===== src/rtl/fetch_sequencer_pkg.sv =====
// Shared definitions for the fetch sequencer: state encodings, default
// parameter values and the address-width helper.
package fetch_sequencer_pkg;

    // Sequencer states; the numeric encoding is visible on o_state.
    typedef enum logic [2:0] {
        ST_IDLE = 3'd0,
        ST_LOAD = 3'd1,
        ST_RUN  = 3'd2,
        ST_STEP = 3'd3,
        ST_HALT = 3'd4
    } state_e;

    localparam int unsigned SIZE_DEFAULT            = 32'd32;
    localparam int unsigned MAX_INSTRUCTION_DEFAULT = 32'd9;
    localparam int unsigned COUNT_SIZE_DEFAULT      = 32'd32;
    localparam logic [31:0] HALT_OPCODE_DEFAULT     = 32'hFFFF_FFFF;

    // Word address width for a memory of the given depth (never below 1 bit).
    function automatic int unsigned addr_width(input int unsigned depth);
        int unsigned w;
        if (depth > 32'd1) begin
            w = $clog2(depth);
        end else begin
            w = 32'd1;
        end
        return w;
    endfunction

endpackage


===== src/rtl/fetch_sequencer_load_writer.sv =====
// Loader-side write port of the instruction memory. While the sequencer is
// in LOAD it accepts one word per valid cycle, registers it together with
// the current write pointer and presents it as a one-cycle write strobe.
module fetch_sequencer_load_writer
    import fetch_sequencer_pkg::*;
#(
    parameter int unsigned SIZE            = SIZE_DEFAULT,
    parameter int unsigned MAX_INSTRUCTION = MAX_INSTRUCTION_DEFAULT,
    parameter int unsigned ADDR_W          = addr_width(MAX_INSTRUCTION)
) (
    input  logic              clk,
    input  logic              rst,
    input  logic              load_active_i,
    input  logic              load_valid_i,
    input  logic [SIZE-1:0]   load_data_i,
    input  logic              load_last_i,
    output logic              load_ready_o,
    output logic              load_done_o,
    output logic              mem_we_o,
    output logic [ADDR_W-1:0] mem_addr_o,
    output logic [SIZE-1:0]   mem_data_o
);

    localparam logic [ADDR_W-1:0] LAST_ADDR = ADDR_W'(MAX_INSTRUCTION - 32'd1);
    localparam logic [ADDR_W-1:0] ADDR_ONE  = {{(ADDR_W-1){1'b0}}, 1'b1};

    logic [ADDR_W-1:0] ptr_q;
    logic [ADDR_W-1:0] ptr_d;
    logic              we_q;
    logic [ADDR_W-1:0] addr_q;
    logic [SIZE-1:0]   data_q;
    logic              accept_s;

    // Handshake: ready for the whole LOAD state, done on the final accepted word.
    always_comb begin
        load_ready_o = load_active_i;
        accept_s     = load_active_i && load_valid_i;
        if (accept_s && (load_last_i || (ptr_q == LAST_ADDR))) begin
            load_done_o = 1'b1;
        end else begin
            load_done_o = 1'b0;
        end
    end

    // Write pointer: held at zero outside LOAD so every load starts at word 0.
    always_comb begin
        ptr_d = ptr_q;
        if (!load_active_i) begin
            ptr_d = '0;
        end else if (accept_s) begin
            ptr_d = ptr_q + ADDR_ONE;
        end else begin
            ptr_d = ptr_q;
        end
    end

    // Pointer and registered write port; the strobe lasts exactly one cycle per word.
    always_ff @(posedge clk or posedge rst) begin
        if (rst) begin
            ptr_q  <= '0;
            we_q   <= 1'b0;
            addr_q <= '0;
            data_q <= '0;
        end else begin
            ptr_q <= ptr_d;
            we_q  <= accept_s;
            if (accept_s) begin
                addr_q <= ptr_q;
                data_q <= load_data_i;
            end else begin
                addr_q <= addr_q;
                data_q <= data_q;
            end
        end
    end

    assign mem_we_o   = we_q;
    assign mem_addr_o = addr_q;
    assign mem_data_o = data_q;

endmodule


===== src/rtl/fetch_sequencer.sv =====
// Instruction-fetch controller: sequences load / run / single-step / halt,
// drives the fetch stall and PC-source select, owns the instruction-memory
// write port during loads and counts executed (non-stalled) fetch cycles.
module fetch_sequencer
    import fetch_sequencer_pkg::*;
#(
    parameter int unsigned    SIZE            = SIZE_DEFAULT,
    parameter int unsigned    MAX_INSTRUCTION = MAX_INSTRUCTION_DEFAULT,
    parameter logic [SIZE-1:0] HALT_OPCODE    = SIZE'(HALT_OPCODE_DEFAULT),
    parameter int unsigned    COUNT_SIZE      = COUNT_SIZE_DEFAULT,
    localparam int unsigned   ADDR_W          = addr_width(MAX_INSTRUCTION)
) (
    input  logic                  clk,
    input  logic                  rst,
    input  logic                  i_cmd_load,
    input  logic                  i_cmd_run,
    input  logic                  i_cmd_step,
    input  logic                  i_cmd_halt,
    input  logic                  i_load_valid,
    input  logic [SIZE-1:0]       i_load_data,
    input  logic                  i_load_last,
    output logic                  o_load_ready,
    output logic                  o_mem_we,
    output logic [ADDR_W-1:0]     o_mem_addr,
    output logic [SIZE-1:0]       o_mem_data,
    input  logic [SIZE-1:0]       i_instruction,
    input  logic                  i_hazard_stall,
    input  logic                  i_branch_taken,
    input  logic [SIZE-1:0]       i_branch_target,
    output logic                  o_stall,
    output logic                  o_mux_selec,
    output logic [SIZE-1:0]       o_instruction_jump,
    output logic                  o_fetch_rst,
    output logic [2:0]            o_state,
    output logic [COUNT_SIZE-1:0] o_cycle_count
);

    localparam logic [COUNT_SIZE-1:0] CNT_MAX = {COUNT_SIZE{1'b1}};
    localparam logic [COUNT_SIZE-1:0] CNT_ONE = {{(COUNT_SIZE-1){1'b0}}, 1'b1};

    state_e                state_q;
    state_e                state_d;
    logic [COUNT_SIZE-1:0] cnt_q;
    logic [COUNT_SIZE-1:0] cnt_d;
    logic                  fetch_rst_q;
    logic                  fetch_rst_d;
    logic                  load_active_s;
    logic                  load_done_s;
    logic                  exec_state_s;
    logic                  stall_s;
    logic                  fetch_s;

    assign load_active_s = (state_q == ST_LOAD);

    fetch_sequencer_load_writer #(
        .SIZE            (SIZE),
        .MAX_INSTRUCTION (MAX_INSTRUCTION),
        .ADDR_W          (ADDR_W)
    ) u_load_writer (
        .clk           (clk),
        .rst           (rst),
        .load_active_i (load_active_s),
        .load_valid_i  (i_load_valid),
        .load_data_i   (i_load_data),
        .load_last_i   (i_load_last),
        .load_ready_o  (o_load_ready),
        .load_done_o   (load_done_s),
        .mem_we_o      (o_mem_we),
        .mem_addr_o    (o_mem_addr),
        .mem_data_o    (o_mem_data)
    );

    // Stall and branch steering: fetch only moves in RUN/STEP when no hazard is pending.
    always_comb begin
        exec_state_s = (state_q == ST_RUN) || (state_q == ST_STEP);
        if (exec_state_s) begin
            stall_s = i_hazard_stall;
        end else begin
            stall_s = 1'b1;
        end
        fetch_s     = exec_state_s && !stall_s;
        o_mux_selec = fetch_s && i_branch_taken;
        if (o_mux_selec) begin
            o_instruction_jump = i_branch_target;
        end else begin
            o_instruction_jump = '0;
        end
    end

    assign o_stall = stall_s;
    assign o_state = state_q;

    // Next-state logic; commands not meaningful in the current state are ignored.
    always_comb begin
        state_d = state_q;
        case (state_q)
            ST_IDLE, ST_HALT: begin
                if (i_cmd_load) begin
                    state_d = ST_LOAD;
                end else if (i_cmd_run) begin
                    state_d = ST_RUN;
                end else if (i_cmd_step) begin
                    state_d = ST_STEP;
                end else begin
                    state_d = state_q;
                end
            end
            ST_LOAD: begin
                if (load_done_s) begin
                    state_d = ST_IDLE;
                end else begin
                    state_d = ST_LOAD;
                end
            end
            ST_RUN: begin
                // The halt opcode only counts once it is actually fetched (not stalled).
                if (i_cmd_halt || (fetch_s && (i_instruction == HALT_OPCODE))) begin
                    state_d = ST_HALT;
                end else begin
                    state_d = ST_RUN;
                end
            end
            ST_STEP: begin
                if (fetch_s) begin
                    state_d = ST_HALT;
                end else begin
                    state_d = ST_STEP;
                end
            end
            default: begin
                state_d = ST_IDLE;
            end
        endcase
    end

    // Cycle counter: cleared when a load begins, saturating count of fetch cycles.
    always_comb begin
        cnt_d = cnt_q;
        if ((state_q != ST_LOAD) && (state_d == ST_LOAD)) begin
            cnt_d = '0;
        end else if (fetch_s && (cnt_q != CNT_MAX)) begin
            cnt_d = cnt_q + CNT_ONE;
        end else begin
            cnt_d = cnt_q;
        end
    end

    // PC reset to the fetch stage fires once as a load finishes.
    always_comb begin
        if ((state_q == ST_LOAD) && (state_d != ST_LOAD)) begin
            fetch_rst_d = 1'b1;
        end else begin
            fetch_rst_d = 1'b0;
        end
    end

    // State, counter and fetch-reset registers.
    always_ff @(posedge clk or posedge rst) begin
        if (rst) begin
            state_q     <= ST_IDLE;
            cnt_q       <= '0;
            fetch_rst_q <= 1'b0;
        end else begin
            state_q     <= state_d;
            cnt_q       <= cnt_d;
            fetch_rst_q <= fetch_rst_d;
        end
    end

    assign o_fetch_rst   = fetch_rst_q;
    assign o_cycle_count = cnt_q;

endmodule


===== config.mk =====
export PLATFORM = sky130hd
export DESIGN_NAME = fetch_sequencer
export DESIGN_NICKNAME = d
export VERILOG_FILES = /design/src/rtl/fetch_sequencer_pkg.sv /design/src/rtl/fetch_sequencer_load_writer.sv /design/src/rtl/fetch_sequencer.sv
export SDC_FILE = /design/constraint.sdc
export NUM_CORES = 1
export LEC_CHECK = 0
export CORE_MARGIN = 2
export CORE_UTILIZATION = 35
export CTS_CLUSTER_SIZE = 14
export DETAILED_ROUTE_END_ITERATION = 6
export PLACE_DENSITY_LB_ADDON = 0.25
export SLEW_MARGIN = 20
export SYNTH_ARGS = -nofsm -noshare
export SYNTH_HDL_FRONTEND = slang
export SYNTH_SLANG_ARGS = --single-unit

===== constraint.sdc =====
create_clock -name clk -period 2.2 [get_ports clk]
set_clock_uncertainty 0.2 [all_clocks]
set_input_delay 0.22 -clock clk [delete_from_list [all_inputs] [get_ports clk]]
set_output_delay 0.22 -clock clk [all_outputs]
set_load 0.01 [all_outputs]

# Yosys cells after proc, flatten, opt, wreduce, memory -nomap -nowiden
# Cells that the tools add are included.
dict set report word_totals {
  register_bits 77
  word_cells 50
}
dict set report classes {
  add_sub_neg 2
  n_eq_ne 11
  muxes 15
  reduce_logical 15
}
# cell count
set ops {}
lappend ops {{2-to-1 mux 32 bit} 3}
lappend ops {{adder 32 x 1 -> 32 bit (second input constant)} 1}
lappend ops {{equality test 32 bit (second input constant)} 1}
lappend ops {{inequality test 32 bit (second input constant)} 1}
lappend ops {{2-to-1 mux 3 bit} 5}
lappend ops {{one-hot mux 3 bit (4 select lines)} 1}
lappend ops {{logical AND 1 bit} 8}
lappend ops {{2-to-1 mux 4 bit} 2}
lappend ops {{equality test 3 x 1 -> 1 bit (second input constant)} 2}
lappend ops {{equality test 3 x 2 -> 1 bit (second input constant)} 2}
lappend ops {{inequality test 3 x 1 -> 1 bit (second input constant)} 2}
lappend ops {{adder 4 x 1 -> 4 bit (second input constant)} 1}
lappend ops {{equality test 4 bit (second input constant)} 1}
lappend ops {{2-to-1 mux 1 bit} 4}
lappend ops {{equality test 3 bit (second input constant)} 1}
lappend ops {{zero test 3 bit} 1}
lappend ops {{logical OR 1 bit} 3}
lappend ops {{inequality test 2 bit (second input constant)} 1}
lappend ops {{nonzero test 2 bit} 1}
lappend ops {{OR reduction 2 bit} 1}
lappend ops {{zero test 1 bit} 1}

# Depth between registers and ports, before layout
# Gate-level depths: netlist of run 1.
dict set report depth {
  ltp_word 12
  mapped_depth 8
  ltp_nobuf 7
}

# Modules after synthesis
# From an unflattened synthesis of run 1, not the netlist that was laid out.
dict set report hier_totals {
  cells_unflattened 374
  hier_area_um2 3987.6
}
# mod n_inst cells_each area_per_inst_um2 seq_area_each_um2
set by_module_without_submodules {}
lappend by_module_without_submodules {fetch_sequencer 1 269 2280.9 900.9}
lappend by_module_without_submodules {fetch_sequencer_load_writer 1 105 1706.6 1026.0}

# Least setup slack after synthesis of run 1
# No wires, ideal clock.
dict set report synth_path {
  path_kind {register -> register}
  startpoint {register cnt_q[0], in the netlist o_cycle_count[0]}
  endpoint {register cnt_q[26], in the netlist o_cycle_count[26]}
  t_arrival_ps 2031
  required_time_ps 1922
  path_slack_ps -109
  stages_incl_launch_ff 9
  n_path_buf 2
  period_less_slack_ps 2309
  cell_sequence {dfrtp_1 -> ha_1 -> and3_1 -> buf_2 -> nand4_1 -> or4_1 -> buf_2 -> or3_1 -> a21oi_1}
}
dict set report synth_via {
  elab_chain_len 3
  elab_cells_between_ends 6
  classes_between {add/sub: 1; eq/ne: 1; mux: 2; reduce/logical: 2}
}
# item line_no
set synth_lines {}
lappend synth_lines {{start, declared} fetch_sequencer.sv:43} ;# logic [COUNT_SIZE-1:0] cnt_q;
lappend synth_lines {{start signal, assigned} fetch_sequencer.sv:165} ;# cnt_q <= cnt_d;
lappend synth_lines {{adder 32 x 1 -> 32 bit or inequality test 32 bit (tied branches)} {fetch_sequencer.sv:142, fetch_sequencer.sv:141}}
lappend synth_lines {{2-to-1 mux 32 bit or logical AND 1 bit (tied branches)} fetch_sequencer.sv:141} ;# end else if (fetch_s && (cnt_q != CNT_MAX)) begin
lappend synth_lines {{2-to-1 mux 32 bit or nonzero test 2 bit (tied branches)} n/a}
# Parallel ways exist; a longest one is shown, timed or not. The select of a mux whose other input is x is not followed.
# A chain may end at the register's enable or synchronous reset.

# Worst setup path after layout of run 1
dict set report layout_path {
  startpoint {register state_q[2], in the netlist o_state[2]}
  endpoint {register cnt_q[19], in the netlist o_cycle_count[19]}
}
dict set report layout_via {
  elab_chain_len 12
  elab_cells_between_ends 28
  classes_between {eq/ne: 6; mux: 10; reduce/logical: 12}
}
# item line_no
set layout_lines {}
lappend layout_lines {{start, declared} fetch_sequencer.sv:41} ;# state_e state_q;
lappend layout_lines {{start signal, assigned} fetch_sequencer.sv:164} ;# state_q <= state_d;
lappend layout_lines {{equality test 3 x 2 -> 1 bit} {fetch_sequencer.sv:75, fetch_sequencer.sv:96}}
lappend layout_lines {{logical OR 1 bit} fetch_sequencer.sv:75} ;# exec_state_s = (state_q == ST_RUN) || (state_q == ST_STEP);
lappend layout_lines {{2-to-1 mux 1 bit} fetch_sequencer.sv:76} ;# if (exec_state_s) begin
lappend layout_lines {{zero test 1 bit} fetch_sequencer.sv:81} ;# fetch_s = exec_state_s && !stall_s;
lappend layout_lines {{logical AND 1 bit} fetch_sequencer.sv:81}
lappend layout_lines {{logical AND 1 bit} fetch_sequencer.sv:117} ;# if (i_cmd_halt || (fetch_s && (i_instruction == HALT_OPCODE))) begin
lappend layout_lines {{logical OR 1 bit} fetch_sequencer.sv:117}
lappend layout_lines {{2-to-1 mux 3 bit} fetch_sequencer.sv:117}
lappend layout_lines {{one-hot mux 3 bit (4 select lines)} fetch_sequencer.sv:96} ;# case (state_q)
lappend layout_lines {{equality test 3 x 1 -> 1 bit} fetch_sequencer.sv:139} ;# if ((state_q != ST_LOAD) && (state_d == ST_LOAD)) begin
lappend layout_lines {{logical AND 1 bit} fetch_sequencer.sv:139}
lappend layout_lines {{2-to-1 mux 32 bit or nonzero test 2 bit (tied branches)} n/a}
# Parallel ways exist; a longest one is shown, timed or not.

==> results by group, run 1 <==
STA
  • Final Cycle Share: 0.9915
  • Slew headroom: 0.7325
  • Unrepaired setup endpoints after global routing: yes
  • Post-layout min period: 2.181 ns
  • F_max: 458.4 MHz
  • Worst-Margin Slew: 0.3962 ns
  • Hold Vio Cnt, Final: 0
  • Max Slew Vio Count: 0
  • Final setup fails: 0

Route
  • DR WL/cell: 15.52 um
  • Initial DRC count: 172
  • Pre-antenna DRT Iters: 4
  • Via-to-Cell Ratio: 4.990
  • DRT Wirelength: 12120 um
  • DRC: 0
  • Vias: 3897
  • Post-route ant nets: 0

Layout
  • Final #Nets: 745
  • Fillcell total: 888
  • Util after Layout: 0.6382
  • Commonest non-fill, non-tap cell in the layout: clkdlybuf4s50_1
  • N_diodes: 0
  • Most frequent cells in the layout: clkdlybuf4s50_1 (178), dfrtp_1 (72), buf_4 (51), mux2_2 (36), and3_1 (35)
  • Layout cells sized above 1: 0.2824
  • Area Growth Syn to Fin: 78.18%

Power and ir drop
  • Static leakage: 2.985 nW
  • PnR Total Power: 5.569 mW
  • Power Density: 805.0 nW/um^2
  • Maximum VDD drop: 529.7 uV

Critical path
  • Worst setup SP type: register
  • Critical path's largest stage delay: 0.42 ns
  • Critical path endpoint category: register
  • Cells along the critical path: nor3b_4 -> buf_6 -> inv_6 -> nor3_4 -> o311ai_4 -> buf_4 -> or3_4 -> a21oi_2
  • Arrival @ worst endpoint: 2.26 ns
  • CP max FO: 4
  • Slowest CP cell: dfrtp_2
  • Worst setup path class: reg2reg
  • CP required: 2.28 ns

Synth
  • Syn avg cell area: 10.46 um^2
  • Unique masters post-synth: 46
  • Synthesized area: 3882 um^2
  • Synth Warn #: 0
  • Syn Nets: 480
  • Top-area cell type share of the netlist area: 0.4963
  • Top cells by area, synth: dfrtp_1 (50%), mux2_2 (10%), and3_1 (5.8%)
  • Cell count after synthesis: 371
  • Sequential element share of the synthesized area: 0.4963
  • Area leader, netlist: dfrtp_1
  • Synth Register Bits: 77

Clock network
  • Max Root-Sink Buffers: 2
  • CTS tree: yes
  • Clk sink count: 77
  • H-tree levels: 3
  • Root Driver: clkbuf_8
  • Clk Latency, worst-skew pair: 0.35 ns
  • CTS Buf Count: 9
  • Clock Pin Slew Worst Setup and Hold Paths: 0.08 ns

Floorplanning
  • # rows: 38
  • DIE HEIGHT: 109.3 um
  • # IOs: 214
  • Initial Util: 0.3581
  • Die ar.: 11950 um^2
  • Core Area: 10840 um^2
  • Die width: 109.3 um

GRT
  • Met2 Usage GRT: 0.3488
  • Vias in the first global route: 3885
  • Initial antenna violation count: 0
  • GRT Util Overall: 0.1978
  • Wire length of the first global-routing pass: 18520 um
  • GR Util met3: 0.06046
  • Met1 GRT Util: 0.2357
  • Gr busiest metal: met2
  • Pin count of the biggest net entering global routing: 78
  • GRT Residual Overflow: 0

Outcome
  • Outcome: finished clean

Place
  • Final GP Congestion: 0.8264
  • Port buffer count: 213
  • Hpwl dp: 8945 um

Job
  • Max cap viols: 0

Hold path
  • Min-Delay Path Class: in2async
[per-stage QoR]
stage / instances / hold slack (ns) / area (um^2) / setup slack [ns] / setup TNS [ns]
floorplan: 371 / 0.1162 / 3913 / -0.01315 / -0.03872
global placement: 758 / 0.2875 / 6585 / -0.2555 / -10.23
detailed placement: 758 / 0.2942 / 6585 / -0.3084 / -11.41
CTS: 777 / 0.1376 / 6829 / -0.01543 / -0.01543
global route: 781 / 0.1747 / 6918 / -0.08694 / -0.5097
finish: 781 / 0.1430 / 6918 / 0.01866 / 0
[report_power, final]
group          total, mW  internal, mW  switching (mW)
clock network       1.08         0.558           0.526
registers           2.00          1.80           0.199
logic               2.49          1.51           0.982
total               5.57          3.86            1.71
[repair_timing]
action	in CTS	in global routing
endpoints found under the setup margin	71	78
hold buffers	0	0
gates cloned	1	1
setup buffers	2	3
pin swaps	1	8
hold endpoints to repair	0	0
gates resized for setup	48	96
[cell usage after synthesis, drive strengths merged]
master / number
a21oi: 20
a311oi: 1
a31oi: 3
a41o: 1
a41oi: 1
and2: 9
and3: 36
and4: 6
buf: 9
clkbuf: 13
dfrtp: 77
ha: 3
inv: 9
mux2: 36
mux2i: 5
nand2: 21
nand2b: 2
nand3: 10
nand4: 17
nand4b: 1
nor2: 19
nor3: 3
nor3b: 2
nor4: 3
o2111ai: 2
o211ai: 3
o21ai: 15
o21bai: 1
o22ai: 2
o311ai: 4
o31ai: 6
o41ai: 2
or2: 2
or2b: 1
or3: 13
or3b: 1
or4: 3
xnor2: 5
xor2: 4
[path summary, 6_finish.rpt]
kind / start / to / slack (ns) / depth (start not counted)
worst max register to register: o_state[2] / o_cycle_count[19] / 0.02 / 8
worst min register to register: u_load_writer.mem_data_o[15] / u_load_writer.mem_data_o[15] / 0.31 / 1
max in group asynchronous: rst / o_cycle_count[0] / 1.34 / 3
worst min-delay path: rst / u_load_writer.mem_data_o[30] / 0.14 / 3
worst max-delay path: o_state[2] / o_cycle_count[19] / 0.02 / 8
min in group clk: i_load_data[20] / u_load_writer.mem_data_o[20] / 0.28 / 2
[cell type report]
class | count | area [um^2] | area share
flip-flops and latches | 77 | 1933 | 0.2794
repair buffers | 276 | 2587 | 0.3740
clock buffers | 11 | 141.4 | 0.02044
multi-input cells | 263 | 1979 | 0.2861
clock inverters | 5 | 58.81 | 0.008501
well taps | 140 | 175.2 | 0.02532
inverters | 9 | 42.54 | 0.006149
[worst max-delay path: cells and delay by family (launching register included)]
| kind | cells | cell delay (ns) |
|---|---|---|
| DFF | 1 | 0.42 |
| and+or+nand+nor | 3 | 0.80 |
| buffers and inverters | 3 | 0.38 |
| AOI/OAI and AO/OA | 2 | 0.31 |
[kinds of logic after synthesis]
logic type | synth area share
AND/OR/NAND/NOR | 0.2243
multiplexers | 0.1173
adder cells (fa/ha/maj) | 0.009669
AO/OA/AOI/OAI | 0.09765
XOR/XNOR | 0.02030
flip-flops | 0.4963
buffers and inverters | 0.03448
[flip-flops by register name, summed over array words and instances (netlist names)]
register and flops:
u_load_writer.mem_addr_o 4, u_load_writer.ptr_q 4, u_load_writer.mem_we_o 1, o_fetch_rst 1, o_state 3, u_load_writer.mem_data_o 32, o_cycle_count 32
[metal layers]
metal,wire (um),vias up,part of all wire
li1,-,1899,-
met1,4934,1839,0.41
met2,6043,147,0.50
met3,987,12,0.081
met4,155,0,0.013
met5,0,-,0
Power figures use the tool's default switching activity.
==> inputs of run 2 (changes only) <==
--- a/config.mk
+++ b/config.mk
@@ -10,7 +10,6 @@
 export CTS_CLUSTER_SIZE = 14
 export DETAILED_ROUTE_END_ITERATION = 6
 export PLACE_DENSITY_LB_ADDON = 0.25
-export SLEW_MARGIN = 20
 export SYNTH_ARGS = -nofsm -noshare
 export SYNTH_HDL_FRONTEND = slang
 export SYNTH_SLANG_ARGS = --single-unit
==> results of run 2 <==
The final DEF is identical to that of run 1; final timing and power are the same.
==> inputs of run 3 (changes only) <==
==> constraint.sdc (replaced) <==
create_clock -name clk -period 2 [get_ports clk]
set_clock_uncertainty 0.2 [all_clocks]
set_input_delay 0.2 -clock clk [delete_from_list [all_inputs] [get_ports clk]]
set_output_delay 0.2 -clock clk [all_outputs]
set_load 0.01 [all_outputs]
==> results by group, run 3 (synthesized netlist as in run 1, its figures left out) <==
Outcome
  • Outcome: finished with violations (was finished clean)
  • Failing checks: negative setup slack

Layout
  • N_diodes: 0 (unchanged)
  • Commonest non-fill, non-tap cell in the layout: clkdlybuf4s50_1 (unchanged)
  • Most frequent cells in the layout: clkdlybuf4s50_1 (178), dfrtp_1 (74), buf_4 (74), and3_1 (35), mux2_2 (28) (was clkdlybuf4s50_1 (178), dfrtp_1 (72), buf_4 (51), mux2_2 (36), and3_1 (35))
  • Final #Nets: 772 (was 745)
  • Area Growth Syn to Fin: 90.14% (was 78.18%)
  • Layout cells sized above 1: 0.3144 (was 0.2824)
  • Non-filler cells, final: 808 (was 781)

GRT
  • GRT Util Overall: 0.2151 (was 0.1978)
  • GRT Residual Overflow: 0 (unchanged)
  • Wire length of the first global-routing pass: 19910 um (was 18520 um)
  • Met2 Usage GRT: 0.3880 (was 0.3488)
  • Pin count of the biggest net entering global routing: 41 (was 78)
  • GR Util met3: 0.06520 (was 0.06046)
  • Met1 GRT Util: 0.2474 (was 0.2357)
  • Initial antenna violation count: 0 (unchanged)
  • Gr busiest metal: met2 (unchanged)
  • Vias in the first global route: 4126 (was 3885)

Critical path
  • Top delay family on crit path: simple AND/OR/NAND/NOR gates (unchanged)
  • Worst setup path class: reg2reg (unchanged)
  • Worst setup SP type: register (unchanged)
  • Critical path's largest stage delay: 0.43 ns (was 0.42 ns)
  • CP max FO: 9 (was 4)
  • RR Endpoint: u_load_writer.mem_data_o[9] (was o_cycle_count[19])
  • Cells along the critical path: buf_4 -> nand2b_4 -> or2_4 -> inv_2 -> and2_4 -> buf_12 -> buf_16 -> mux2_2 (was nor3b_4 -> buf_6 -> inv_6 -> nor3_4 -> o311ai_4 -> buf_4 -> or3_4 -> a21oi_2)
  • Critical path endpoint category: register (unchanged)
  • R2R Path Start: o_state[2] (unchanged)
  • Arrival @ worst endpoint: 2.18 ns (was 2.26 ns)
  • CP bufs+invs: 4 (was 3)
  • Slowest CP cell: dfrtp_2 (unchanged)
  • R2r worst-path depth: 8 (unchanged)
  • CP required: 2.04 ns (was 2.28 ns)
  • R2r setup slk: -0.14 ns (was 0.02 ns)

Clock network
  • Max Root-Sink Buffers: 2 (unchanged)
  • Clock Pin Slew Worst Setup and Hold Paths: 0.08 ns (about the same)
  • Clk Latency, worst-skew pair: 0.36 ns (was 0.35 ns)
  • CTS Buf Count: 9 (unchanged)
  • H-tree levels: 3 (unchanged)
  • Root Driver: clkbuf_8 (unchanged)
  • CTS tree: yes (unchanged)
  • Clk sink count: 77 (unchanged)

STA
  • Hold Vio Cnt, Final: 0 (unchanged)
  • F_max: 467.2 MHz (was 458.4 MHz)
  • Final setup fails: 85 (was 0)
  • Setup ws final: -0.1402 ns (was 0.01866 ns)
  • Fin Setup TNS: -6.395 ns (was 0 ns)
  • Post-layout min period: 2.140 ns (was 2.181 ns)
  • Worst-Margin Slew: 0.4443 ns (was 0.3962 ns)
  • Unrepaired setup endpoints after global routing: yes (unchanged)
  • Slew headroom: 0.7038 (was 0.7325)
  • Max Slew Vio Count: 0 (unchanged)
  • Final Cycle Share: 1.070 (was 0.9915)

Route
  • DR WL/cell: 16.28 um (was 15.52 um)
  • Pre-antenna DRT Iters: 4 (unchanged)
  • DRT Wirelength: 13150 um (was 12120 um)
  • Post-route ant nets: 0 (unchanged)
  • Vias: 4083 (was 3897)
  • Via-to-Cell Ratio: 5.053 (was 4.990)
  • Initial DRC count: 193 (was 172)
  • DRC: 0 (unchanged)

Floorplanning
  • Die ar.: 11950 um^2 (unchanged)
  • Core Area: 10840 um^2 (unchanged)
  • Die width: 109.3 um (unchanged)
  • DIE HEIGHT: 109.3 um (unchanged)
  • # rows: 38 (unchanged)
  • Initial Util: 0.3581 (unchanged)
  • # IOs: 214 (unchanged)

Place
  • Placed insts: 778 (was 758)
  • Final GP Congestion: 0.8256 (was 0.8264)
  • Hpwl dp: 9311 um (was 8945 um)
  • Port buffer count: 213 (unchanged)

Power and ir drop
  • Maximum VDD drop: 625.1 uV (was 529.7 uV)
  • Static leakage: 3.183 nW (was 2.985 nW)
  • Power Density: 878.0 nW/um^2 (was 805.0 nW/um^2)

Job
  • Max cap viols: 0 (unchanged)

Hold path
  • Min-Delay Path Class: in2async (unchanged)
-- run 3: cell types whose count changed in the layout (fill, tap and decap cells not counted), sizes merged --
cell	change
dlygate4sd2	+4
clkbuf	-26
clkinv	+2
clkdlybuf4s15	+21
buf	+27
clkinvlp	-1
-- run 3: stage by stage --
stage	utilization	cell area (um^2)	power [mW]	hold WS (ns)	worst slack [ns]
3_3_place_gp	0.6192	6713	4.839	0.2869	-0.4624
4_1_cts	0.6636	7193	6.398	0.03902	-0.1398
3_5_place_dp	0.6192	6713	4.915	0.2951	-0.5139
2_1_floorplan	-	3943	3.431	0.09622	-0.2128
5_1_grt	0.6810	7382	6.878	0.04165	-0.2557
6_report	0.6810	7382	6.481	0.03596	-0.1402
-- run 3: worst register-to-register path: stages, from the launching register on --
cell and delay (ns):
dfrtp_2 0.43, buf_4 0.16, nand2b_4 0.14, or2_4 0.23, inv_2 0.06, and2_4 0.23, buf_12 0.13, buf_16 0.13
mux2_2 0.34
-- run 3: cell type report --
type                       count  area, um^2
tap                          140       175.2
timing repair buffer         303        2998
inverter                       9       37.54
fill                         824        3458
clock inverter                 6       61.31
sequential                    77        1931
multi-input combinational    263        2042
clock buffer                  10       137.6
-- run 3: worst max path at each step --
stage / from / cells after the start / slack [ns] / endpoint
global placement: i_hazard_stall / 6 / -0.46 / o_cycle_count[20]
CTS: o_state[2] / 6 / -0.14 / o_cycle_count[26]
finish: o_state[2] / 8 / -0.14 / u_load_writer.mem_data_o[9]
floorplan: o_state[1] / 7 / -0.21 / o_cycle_count[26]
global route: o_state[2] / 8 / -0.26 / o_cycle_count[25]
detailed placement: i_hazard_stall / 7 / -0.51 / o_cycle_count[31]
-- run 3: what timing repair did --
item | in CTS | in global routing
gates cloned | 3 | 2
pin swaps | 3 | 6
setup buffers | 4 | 5
hold buffers | 0 | 0
endpoints found under the setup margin | 98 | 100
resized for setup | 129 | 29
-- run 3: power by group --
| group | internal [mW] | switching, mW | leakage [nW] |
|---|---|---|---|
| clock network | 0.608 | 0.591 | 0.102 |
| registers | 1.98 | 0.236 | 0.995 |
| logic | 1.91 | 1.16 | 2.09 |
| total | 4.50 | 1.98 | 3.18 |
-- run 3: per-layer routing --
| layer | routed length (um) | up-vias |
|---|---|---|
| li1 | - | 1954 |
| met1 | 5121 | 1958 |
| met2 | 6948 | 161 |
| met3 | 982 | 10 |
| met4 | 100 | 0 |
| met5 | 0 | - |
